$ cat src/rtl/hbm_bench_scheduler_if.sv
// Engine-side bus of the HBM benchmark scheduler: launch pulses and parameters
// out to the engines, completion pulses and latency samples back.
interface hbm_bench_scheduler_if #(
  parameter int unsigned NUM_ENGINES = 4,
  parameter int unsigned PARAMS_BITS = 256,
  parameter int unsigned LAT_W       = 16
);
  logic [NUM_ENGINES-1:0]       eng_start;
  logic [PARAMS_BITS-1:0]       eng_params;
  logic [NUM_ENGINES-1:0]       eng_end;
  logic [NUM_ENGINES-1:0]       eng_lat_valid;
  logic [NUM_ENGINES*LAT_W-1:0] eng_lat;

  modport master (
    output eng_start,
    output eng_params,
    input  eng_end,
    input  eng_lat_valid,
    input  eng_lat
  );

  modport slave (
    input  eng_start,
    input  eng_params,
    output eng_end,
    output eng_lat_valid,
    output eng_lat
  );
endinterface

$ cat src/rtl/hbm_bench_scheduler.sv
// HBM benchmark scheduler: latches a run descriptor, launches the enabled engines in parallel
// or one at a time, collects end_of_exec pulses and latency samples, and reports done/timeout.
module hbm_bench_scheduler #(
  parameter int unsigned NUM_ENGINES = 4,
  parameter int unsigned PARAMS_BITS = 256,
  parameter int unsigned LAT_W       = 16
) (
  input  logic                   clk,
  input  logic                   rst,
  input  logic                   start,
  input  logic                   mode_seq,
  input  logic [NUM_ENGINES-1:0] engine_mask,
  input  logic [PARAMS_BITS-1:0] params_in,
  input  logic [31:0]            timeout_cycles,
  hbm_bench_scheduler_if.master  eng,
  output logic                   busy,
  output logic                   done,
  output logic                   timeout_err,
  output logic [63:0]            total_cycles,
  output logic [63:0]            lat_sum,
  output logic [31:0]            lat_cnt,
  output logic [LAT_W-1:0]       lat_min,
  output logic [LAT_W-1:0]       lat_max,
  output logic [31:0]            lat_drop
);

  localparam int unsigned IdxW = (NUM_ENGINES > 1) ? $clog2(NUM_ENGINES) : 1;

  typedef enum logic [2:0] {StIdle, StLaunch, StWait, StNext, StDone} state_e;

  state_e                 state_q, state_d;
  logic                   mode_seq_q, mode_seq_d;
  logic [NUM_ENGINES-1:0] act_mask_q, act_mask_d;
  logic [PARAMS_BITS-1:0] params_q, params_d;
  logic [31:0]            timeout_q, timeout_d;
  logic [IdxW-1:0]        cur_q, cur_d;
  logic [NUM_ENGINES-1:0] done_bits_q, done_bits_d;
  logic [31:0]            wait_cnt_q, wait_cnt_d;
  logic [63:0]            total_q, total_d;
  logic [63:0]            lat_sum_q, lat_sum_d;
  logic [31:0]            lat_cnt_q, lat_cnt_d;
  logic [LAT_W-1:0]       lat_min_q, lat_min_d;
  logic [LAT_W-1:0]       lat_max_q, lat_max_d;
  logic [31:0]            lat_drop_q, lat_drop_d;
  logic                   timeout_err_q, timeout_err_d;
  logic                   done_q, done_d;

  logic [IdxW-1:0]        first_idx;
  logic [IdxW-1:0]        next_idx;
  logic                   next_found;
  logic [NUM_ENGINES-1:0] lat_vec;
  logic [LAT_W-1:0]       sample;
  logic [31:0]            vld_cnt;
  logic                   par_done;
  logic                   seq_done;
  logic                   to_hit;

  // Index helpers: lowest requested engine, next active engine above cur, and the latency sample.
  always_comb begin
    first_idx  = '0;
    next_idx   = '0;
    next_found = 1'b0;
    sample     = '0;
    vld_cnt    = '0;
    lat_vec    = eng.eng_lat_valid & act_mask_q;
    for (int i = NUM_ENGINES - 1; i >= 0; i--) begin
      if (engine_mask[i]) first_idx = IdxW'(i);
      if (act_mask_q[i] && (i > int'(cur_q))) begin
        next_idx   = IdxW'(i);
        next_found = 1'b1;
      end
      if (lat_vec[i]) sample = eng.eng_lat[i*LAT_W +: LAT_W];
    end
    for (int i = 0; i < NUM_ENGINES; i++) begin
      vld_cnt = vld_cnt + 32'(lat_vec[i]);
    end
  end

  assign par_done = ((done_bits_q | eng.eng_end) & act_mask_q) == act_mask_q;
  assign seq_done = eng.eng_end[cur_q];
  assign to_hit   = (timeout_q != 32'd0) && (wait_cnt_q == timeout_q - 32'd1);

  // Next-state logic for the run FSM and all run statistics.
  always_comb begin
    state_d       = state_q;
    mode_seq_d    = mode_seq_q;
    act_mask_d    = act_mask_q;
    params_d      = params_q;
    timeout_d     = timeout_q;
    cur_d         = cur_q;
    done_bits_d   = done_bits_q;
    wait_cnt_d    = wait_cnt_q;
    total_d       = total_q;
    lat_sum_d     = lat_sum_q;
    lat_cnt_d     = lat_cnt_q;
    lat_min_d     = lat_min_q;
    lat_max_d     = lat_max_q;
    lat_drop_d    = lat_drop_q;
    timeout_err_d = timeout_err_q;
    done_d        = (state_q == StDone);
    eng.eng_start = '0;

    if (state_q inside {StLaunch, StWait, StNext}) total_d = total_q + 64'd1;

    unique case (state_q)
      StIdle: begin
        if (start) begin
          mode_seq_d    = mode_seq;
          act_mask_d    = engine_mask;
          params_d      = params_in;
          timeout_d     = timeout_cycles;
          cur_d         = first_idx;
          done_bits_d   = '0;
          total_d       = '0;
          lat_sum_d     = '0;
          lat_cnt_d     = '0;
          lat_min_d     = '1;
          lat_max_d     = '0;
          lat_drop_d    = '0;
          timeout_err_d = 1'b0;
          state_d       = (engine_mask == '0) ? StDone : StLaunch;
        end
      end
      StLaunch: begin
        eng.eng_start = mode_seq_q ? (NUM_ENGINES'(1) << cur_q) : act_mask_q;
        wait_cnt_d    = '0;
        state_d       = StWait;
      end
      StWait: begin
        done_bits_d = done_bits_q | (eng.eng_end & act_mask_q);
        wait_cnt_d  = wait_cnt_q + 32'd1;
        if (vld_cnt != 32'd0) begin
          lat_sum_d  = lat_sum_q + 64'(sample);
          lat_cnt_d  = lat_cnt_q + 32'd1;
          lat_drop_d = lat_drop_q + (vld_cnt - 32'd1);
          if (sample < lat_min_q) lat_min_d = sample;
          if (sample > lat_max_q) lat_max_d = sample;
        end
        // Completion takes priority over a timeout landing in the same cycle.
        if (mode_seq_q ? seq_done : par_done) begin
          state_d = mode_seq_q ? StNext : StDone;
        end else if (to_hit) begin
          timeout_err_d = 1'b1;
          state_d       = StDone;
        end
      end
      StNext: begin
        cur_d   = next_found ? next_idx : cur_q;
        state_d = next_found ? StLaunch : StDone;
      end
      StDone: begin
        state_d = StIdle;
      end
      default: begin
        state_d = StIdle;
      end
    endcase
  end

  // State and statistics registers, asynchronously reset.
  always_ff @(posedge clk or posedge rst) begin
    if (rst) begin
      state_q       <= StIdle;
      mode_seq_q    <= 1'b0;
      act_mask_q    <= '0;
      params_q      <= '0;
      timeout_q     <= '0;
      cur_q         <= '0;
      done_bits_q   <= '0;
      wait_cnt_q    <= '0;
      total_q       <= '0;
      lat_sum_q     <= '0;
      lat_cnt_q     <= '0;
      lat_min_q     <= '1;
      lat_max_q     <= '0;
      lat_drop_q    <= '0;
      timeout_err_q <= 1'b0;
      done_q        <= 1'b0;
    end else begin
      state_q       <= state_d;
      mode_seq_q    <= mode_seq_d;
      act_mask_q    <= act_mask_d;
      params_q      <= params_d;
      timeout_q     <= timeout_d;
      cur_q         <= cur_d;
      done_bits_q   <= done_bits_d;
      wait_cnt_q    <= wait_cnt_d;
      total_q       <= total_d;
      lat_sum_q     <= lat_sum_d;
      lat_cnt_q     <= lat_cnt_d;
      lat_min_q     <= lat_min_d;
      lat_max_q     <= lat_max_d;
      lat_drop_q    <= lat_drop_d;
      timeout_err_q <= timeout_err_d;
      done_q        <= done_d;
    end
  end

  assign eng.eng_params = params_q;
  assign busy           = (state_q != StIdle) && (state_q != StDone);
  assign done           = done_q;
  assign timeout_err    = timeout_err_q;
  assign total_cycles   = total_q;
  assign lat_sum        = lat_sum_q;
  assign lat_cnt        = lat_cnt_q;
  assign lat_min        = lat_min_q;
  assign lat_max        = lat_max_q;
  assign lat_drop       = lat_drop_q;

endmodule
$ cat src/flat_wrapper.sv
// flat-port wrapper written by rule: the top's interface ports become plain ports
module hbm_bench_scheduler_flat 
#(
  parameter int unsigned NUM_ENGINES = 4,
  parameter int unsigned PARAMS_BITS = 256,
  parameter int unsigned LAT_W       = 16
)
  (clk, rst, start, mode_seq, engine_mask, params_in, timeout_cycles, busy, done, timeout_err, total_cycles, lat_sum, lat_cnt, lat_min, lat_max, lat_drop, eng_eng_start, eng_eng_params, eng_eng_end, eng_eng_lat_valid, eng_eng_lat);
  hbm_bench_scheduler_if #(.NUM_ENGINES(NUM_ENGINES), .PARAMS_BITS(PARAMS_BITS), .LAT_W(LAT_W)) eng_i ();
  input  logic clk;
  input  logic rst;
  input  logic start;
  input  logic mode_seq;
  input  logic [NUM_ENGINES-1:0] engine_mask;
  input  logic [PARAMS_BITS-1:0] params_in;
  input  logic [31:0] timeout_cycles;
  output logic busy;
  output logic done;
  output logic timeout_err;
  output logic [63:0] total_cycles;
  output logic [63:0] lat_sum;
  output logic [31:0] lat_cnt;
  output logic [LAT_W-1:0] lat_min;
  output logic [LAT_W-1:0] lat_max;
  output logic [31:0] lat_drop;
  output wire logic [$bits(eng_i.eng_start)-1:0] eng_eng_start;
  output wire logic [$bits(eng_i.eng_params)-1:0] eng_eng_params;
  input wire logic [$bits(eng_i.eng_end)-1:0] eng_eng_end;
  input wire logic [$bits(eng_i.eng_lat_valid)-1:0] eng_eng_lat_valid;
  input wire logic [$bits(eng_i.eng_lat)-1:0] eng_eng_lat;
  assign eng_eng_start = eng_i.eng_start;
  assign eng_eng_params = eng_i.eng_params;
  assign eng_i.eng_end = eng_eng_end;
  assign eng_i.eng_lat_valid = eng_eng_lat_valid;
  assign eng_i.eng_lat = eng_eng_lat;
  hbm_bench_scheduler #(.NUM_ENGINES(NUM_ENGINES), .PARAMS_BITS(PARAMS_BITS), .LAT_W(LAT_W)) u_core (.clk(clk), .rst(rst), .start(start), .mode_seq(mode_seq), .engine_mask(engine_mask), .params_in(params_in), .timeout_cycles(timeout_cycles), .eng(eng_i), .busy(busy), .done(done), .timeout_err(timeout_err), .total_cycles(total_cycles), .lat_sum(lat_sum), .lat_cnt(lat_cnt), .lat_min(lat_min), .lat_max(lat_max), .lat_drop(lat_drop));
endmodule
$ cat config.mk
export PLATFORM = sky130hd
export DESIGN_NAME = hbm_bench_scheduler_flat
export DESIGN_NICKNAME = d
export VERILOG_FILES = /design/src/rtl/hbm_bench_scheduler_if.sv /design/src/rtl/hbm_bench_scheduler.sv /design/src/flat_wrapper.sv
export SDC_FILE = /design/constraint.sdc
export NUM_CORES = 2
export LEC_CHECK = 0
export CAP_MARGIN = 25
export CORE_AREA = 8 8 323 325
export CTS_CLUSTER_DIAMETER = 30
export DETAILED_ROUTE_END_ITERATION = 8
export DIE_AREA = 0 0 331 333
export GPL_TIMING_DRIVEN = 0
export SYNTH_ARGS = -nofsm -noshare
export SYNTH_HDL_FRONTEND = slang
export SYNTH_SLANG_ARGS = --single-unit
$ cat constraint.sdc
create_clock -name clk -period 19.2 [get_ports clk]
set_input_delay 4.8 -clock clk [delete_from_list [all_inputs] [get_ports clk]]
set_output_delay 4.8 -clock clk [all_outputs]
set_load 0.01 [all_outputs]
==> run metrics <==
run status finished clean; antenna violations before repair 24; number of enable flip-flop cells after synthesis 0; Max transition margin 30.9%; area grow syn2layout 58.9%; launching instance or port of the critical path eng_eng_lat_valid[2]; TritonCTS clock tree yes; Crit. End Element register; routed vias around 27000; sum of net half-perimeters after detailed placement about 98000 um; # nets final about 4700; startpoint type of the worst setup path input pin; Global Route Usage Sum ~22%; Placed Area about 0.039 mm2; number of clock sinks 560; total grt overflow 0; number of hold-repair buffers added at the cts stage 0; commonest non-fill, non-tap cell in the layout sky130_fd_sc_hd__nand2_1; critical path's slowest cell sky130_fd_sc_hd__a2111oi_0; Max Fanout on Critical Path 10; area of combinational cells with multiple inputs about 0.013 mm2; maximum buffer depth of the clock tree 3; part of the cycle the worst path needs between 50% and 60%; drt first-iter violations approximately 1600; sequential cell area fraction in the yosys report ~50%; root cell of the clock tree sky130_fd_sc_hd__clkbuf_16; Clock Latency Late Sink between 700 and 800 ps; RSZ-0062 raised after global routing false; Critical Setup Path Class in2reg; proportion of layout cells with a drive suffix above 1 8.03%; number of failing setup endpoints in the final timing report 0; count of TritonRoute iterations in the first routing pass 5; Clock Pin Slew Worst Setup and Hold Paths roughly 40 ps; first-pass GRT wire length ~180000 um; Register-to-Register Path Depth 18; maximum cell stage delay along the critical path 700 ps; max capacitance violation total 0; series of cell instances along the critical path clkdlybuf4s50_1, and2_1, buf_2, nor2_1, a221oi_1, nor3_1, a21oi_1, inv_1, ha_1, a21o_1, a21oi_1, o21ai_0, a2111oi_0, o21ai_0, o21ai_1, buf_2, clkbuf_1, o21ai_0, a21oi_1; data required time at the worst endpoint 19840 ps; hold violation total from the final report 0; Antenna Nets Post-Route 0; f_max approximately 100 MHz; end of the worst register-to-register path u_core.lat_sum[59]; count of distinct cell types in the synthesized netlist 80; fraction of registers with async set/reset 100%; Netlist Area Pre-Place 0.0279 mm2; setup total negative slack 0 ps; main flop type after synthesis sky130_fd_sc_hd__dfrtp_1; Routability Congestion approximately 0.91; syn_area_per_cell 8.72 um2; net count after synthesis approximately 3700; # rows roughly 120; synth warn 0; post-synthesis cell count 3200; CP endpoint u_core.lat_sum[59]; Die H ~330 um; io pins between 800 and 900; Hold Crit Class reg2reg; routed vias/inst 4.77; post-CTS setup buffer count 0; register-to-register setup slack between 10000 and 15000 ps; number of cells upsized or downsized after cts 0; fin. max-slew vios 0; via count of the first global-routing pass between 20000 and 30000; total die area around 0.11 mm2; peak supply drop ~0.00010 V; worst setup skew after layout 41.6 ps; Fillers ~9600; cell area power density between 150 and 200 mW/mm2; Core Region just under 0.1 mm2; beginning of the worst register-to-register path u_core.act_mask_q[2]; highest-count cells in the layout ignoring fill and taps sky130_fd_sc_hd__nand2_1 (1016), sky130_fd_sc_hd__clkdlybuf4s50_1 (854), sky130_fd_sc_hd__dfrtp_1 (544); leakage power summed over all cells 19.9 nW; total clock buffers created by CTS roughly 160; #FFs+latches synth 560; Non-Filler Cell Area, Final roughly 0.044 mm2; area occupied by registers 0.0140 mm2; maximum number of pins on one net before global-route repair between 40 and 50; die width between 300 and 400 um; starting density of the core roughly 28%; clock period minus worst slack 10040 ps; wire length reported by the detailed router roughly 130000 um; Max H-tree Level 4; number of buffers inserted by port buffering around 850; Worst EP arrival 10680 ps; number of remaining DRC errors 0; detailed-route wire length per cell 22.0 um; Worst Tran Pin Value approximately 1000 ps
-- sequential cells by signal, indices dropped and copies added, names as in the netlist --
name / cells
u_core.lat_max: 16
u_core.cur_q: 2
u_core.act_mask_q: 4
u_core.lat_cnt: 32
u_core.eng.eng_params: 256
u_core.lat_sum: 64
u_core.timeout_q: 32
u_core.state_q: 3
u_core.mode_seq_q: 1
u_core.lat_min: 16
u_core.wait_cnt_q: 32
u_core.done_bits_q: 4
u_core.timeout_err: 1
u_core.total_cycles: 64
u_core.done: 1
u_core.lat_drop: 32
-- power breakdown --
part	switching, mW	internal, mW	leakage, nW	total (mW)
sequential	0.275	1.56	7.27	1.84
clock	0.834	1.96	2.81	2.79
combinational	1.62	1.21	9.86	2.83
total	2.73	4.73	19.9	7.46
-- synth_stat cells, types with 20 or more instances --
cell type | count | share of area (%)
sky130_fd_sc_hd__a21o_1 | 25 | 0.67
sky130_fd_sc_hd__a21oi_1 | 113 | 2.0
sky130_fd_sc_hd__and3_1 | 32 | 0.72
sky130_fd_sc_hd__clkbuf_1 | 129 | 1.7
sky130_fd_sc_hd__dfrtp_1 | 544 | 49
sky130_fd_sc_hd__ha_1 | 86 | 3.9
sky130_fd_sc_hd__inv_1 | 132 | 1.8
sky130_fd_sc_hd__mux2i_1 | 40 | 1.4
sky130_fd_sc_hd__nand2_1 | 1016 | 14
sky130_fd_sc_hd__nand3_1 | 133 | 2.4
sky130_fd_sc_hd__nand4_1 | 40 | 0.90
sky130_fd_sc_hd__nor2_1 | 195 | 2.6
sky130_fd_sc_hd__nor3_1 | 51 | 0.91
sky130_fd_sc_hd__nor4_1 | 26 | 0.58
sky130_fd_sc_hd__o21ai_0 | 144 | 2.6
sky130_fd_sc_hd__o31ai_1 | 20 | 0.54
sky130_fd_sc_hd__or3_1 | 45 | 1.0
sky130_fd_sc_hd__xnor2_1 | 97 | 3.0
sky130_fd_sc_hd__xor2_1 | 90 | 2.8
-- worst max-delay path, delay by kind of cell --
kind,cells,cell delay [ps]
and+or+nand+nor,3,1170
AOI/OAI and AO/OA,10,2940
adders and majority gates,1,240
buffers and inverters,5,1500
-- through the flow --
step / util (%) / total power [mW] / hold slack (ps) / setup slack [ps] / std cells
floorplan: - / 3.26 / 454 / 6790 / 3200
global placement: 38.4 / 4.64 / 457 / 2270 / 5352
detailed placement: 38.8 / 4.68 / 461 / 8310 / 5376
CTS: 44.6 / 7.53 / 472 / 9100 / 5670
global route: 44.7 / 7.90 / 485 / 8550 / 5685
finish: 44.7 / 7.46 / 467 / 9160 / 5686
-- layer usage --
metal,GRT usage [%],wire (um)
met5,0,0
met4,8.20,4040
met3,8.34,11800
met2,35.0,57800
met1,27.1,51500
-- worst min path at each step --
stage | startpoint | to | slack [ps] | cells after the start
2_1_floorplan | u_core.done_bits_q[2] | u_core.done_bits_q[2] | 450 | 2
3_3_place_gp | u_core.eng.eng_params[128] | u_core.eng.eng_params[128] | 460 | 2
3_5_place_dp | u_core.eng.eng_params[18] | u_core.eng.eng_params[18] | 460 | 2
4_1_cts | u_core.eng.eng_params[241] | u_core.eng.eng_params[241] | 470 | 2
5_1_grt | u_core.eng.eng_params[116] | u_core.eng.eng_params[116] | 480 | 2
6_report | u_core.eng.eng_params[213] | u_core.eng.eng_params[213] | 470 | 2
-- kinds of logic after synthesis --
family                     Yosys count  synth area share (%)
AOI/OAI and AO/OA                  414                  9.06
xor gates and xnor gates           187                  5.87
adders and majority gates           89                  4.07
buffers and inverters              275                  3.74
DFF                                560                  50.3
muxes                               41                  1.52
and+or+nand+nor                   1634                  25.5
-- layout make-up --
class                           count  area share, %
Antenna cell                       15         0.0846
Buffer                            142           1.23
Clock buffer                      221           10.4
Clock inverter                     73           2.53
Inverter                          133           1.13
Multi-Input combinational cell   2365           29.0
Sequential cell                   560           31.6
Tap cell                         1298           3.66
Timing Repair Buffer              879           20.3
(Power assumes the default switching activity.)
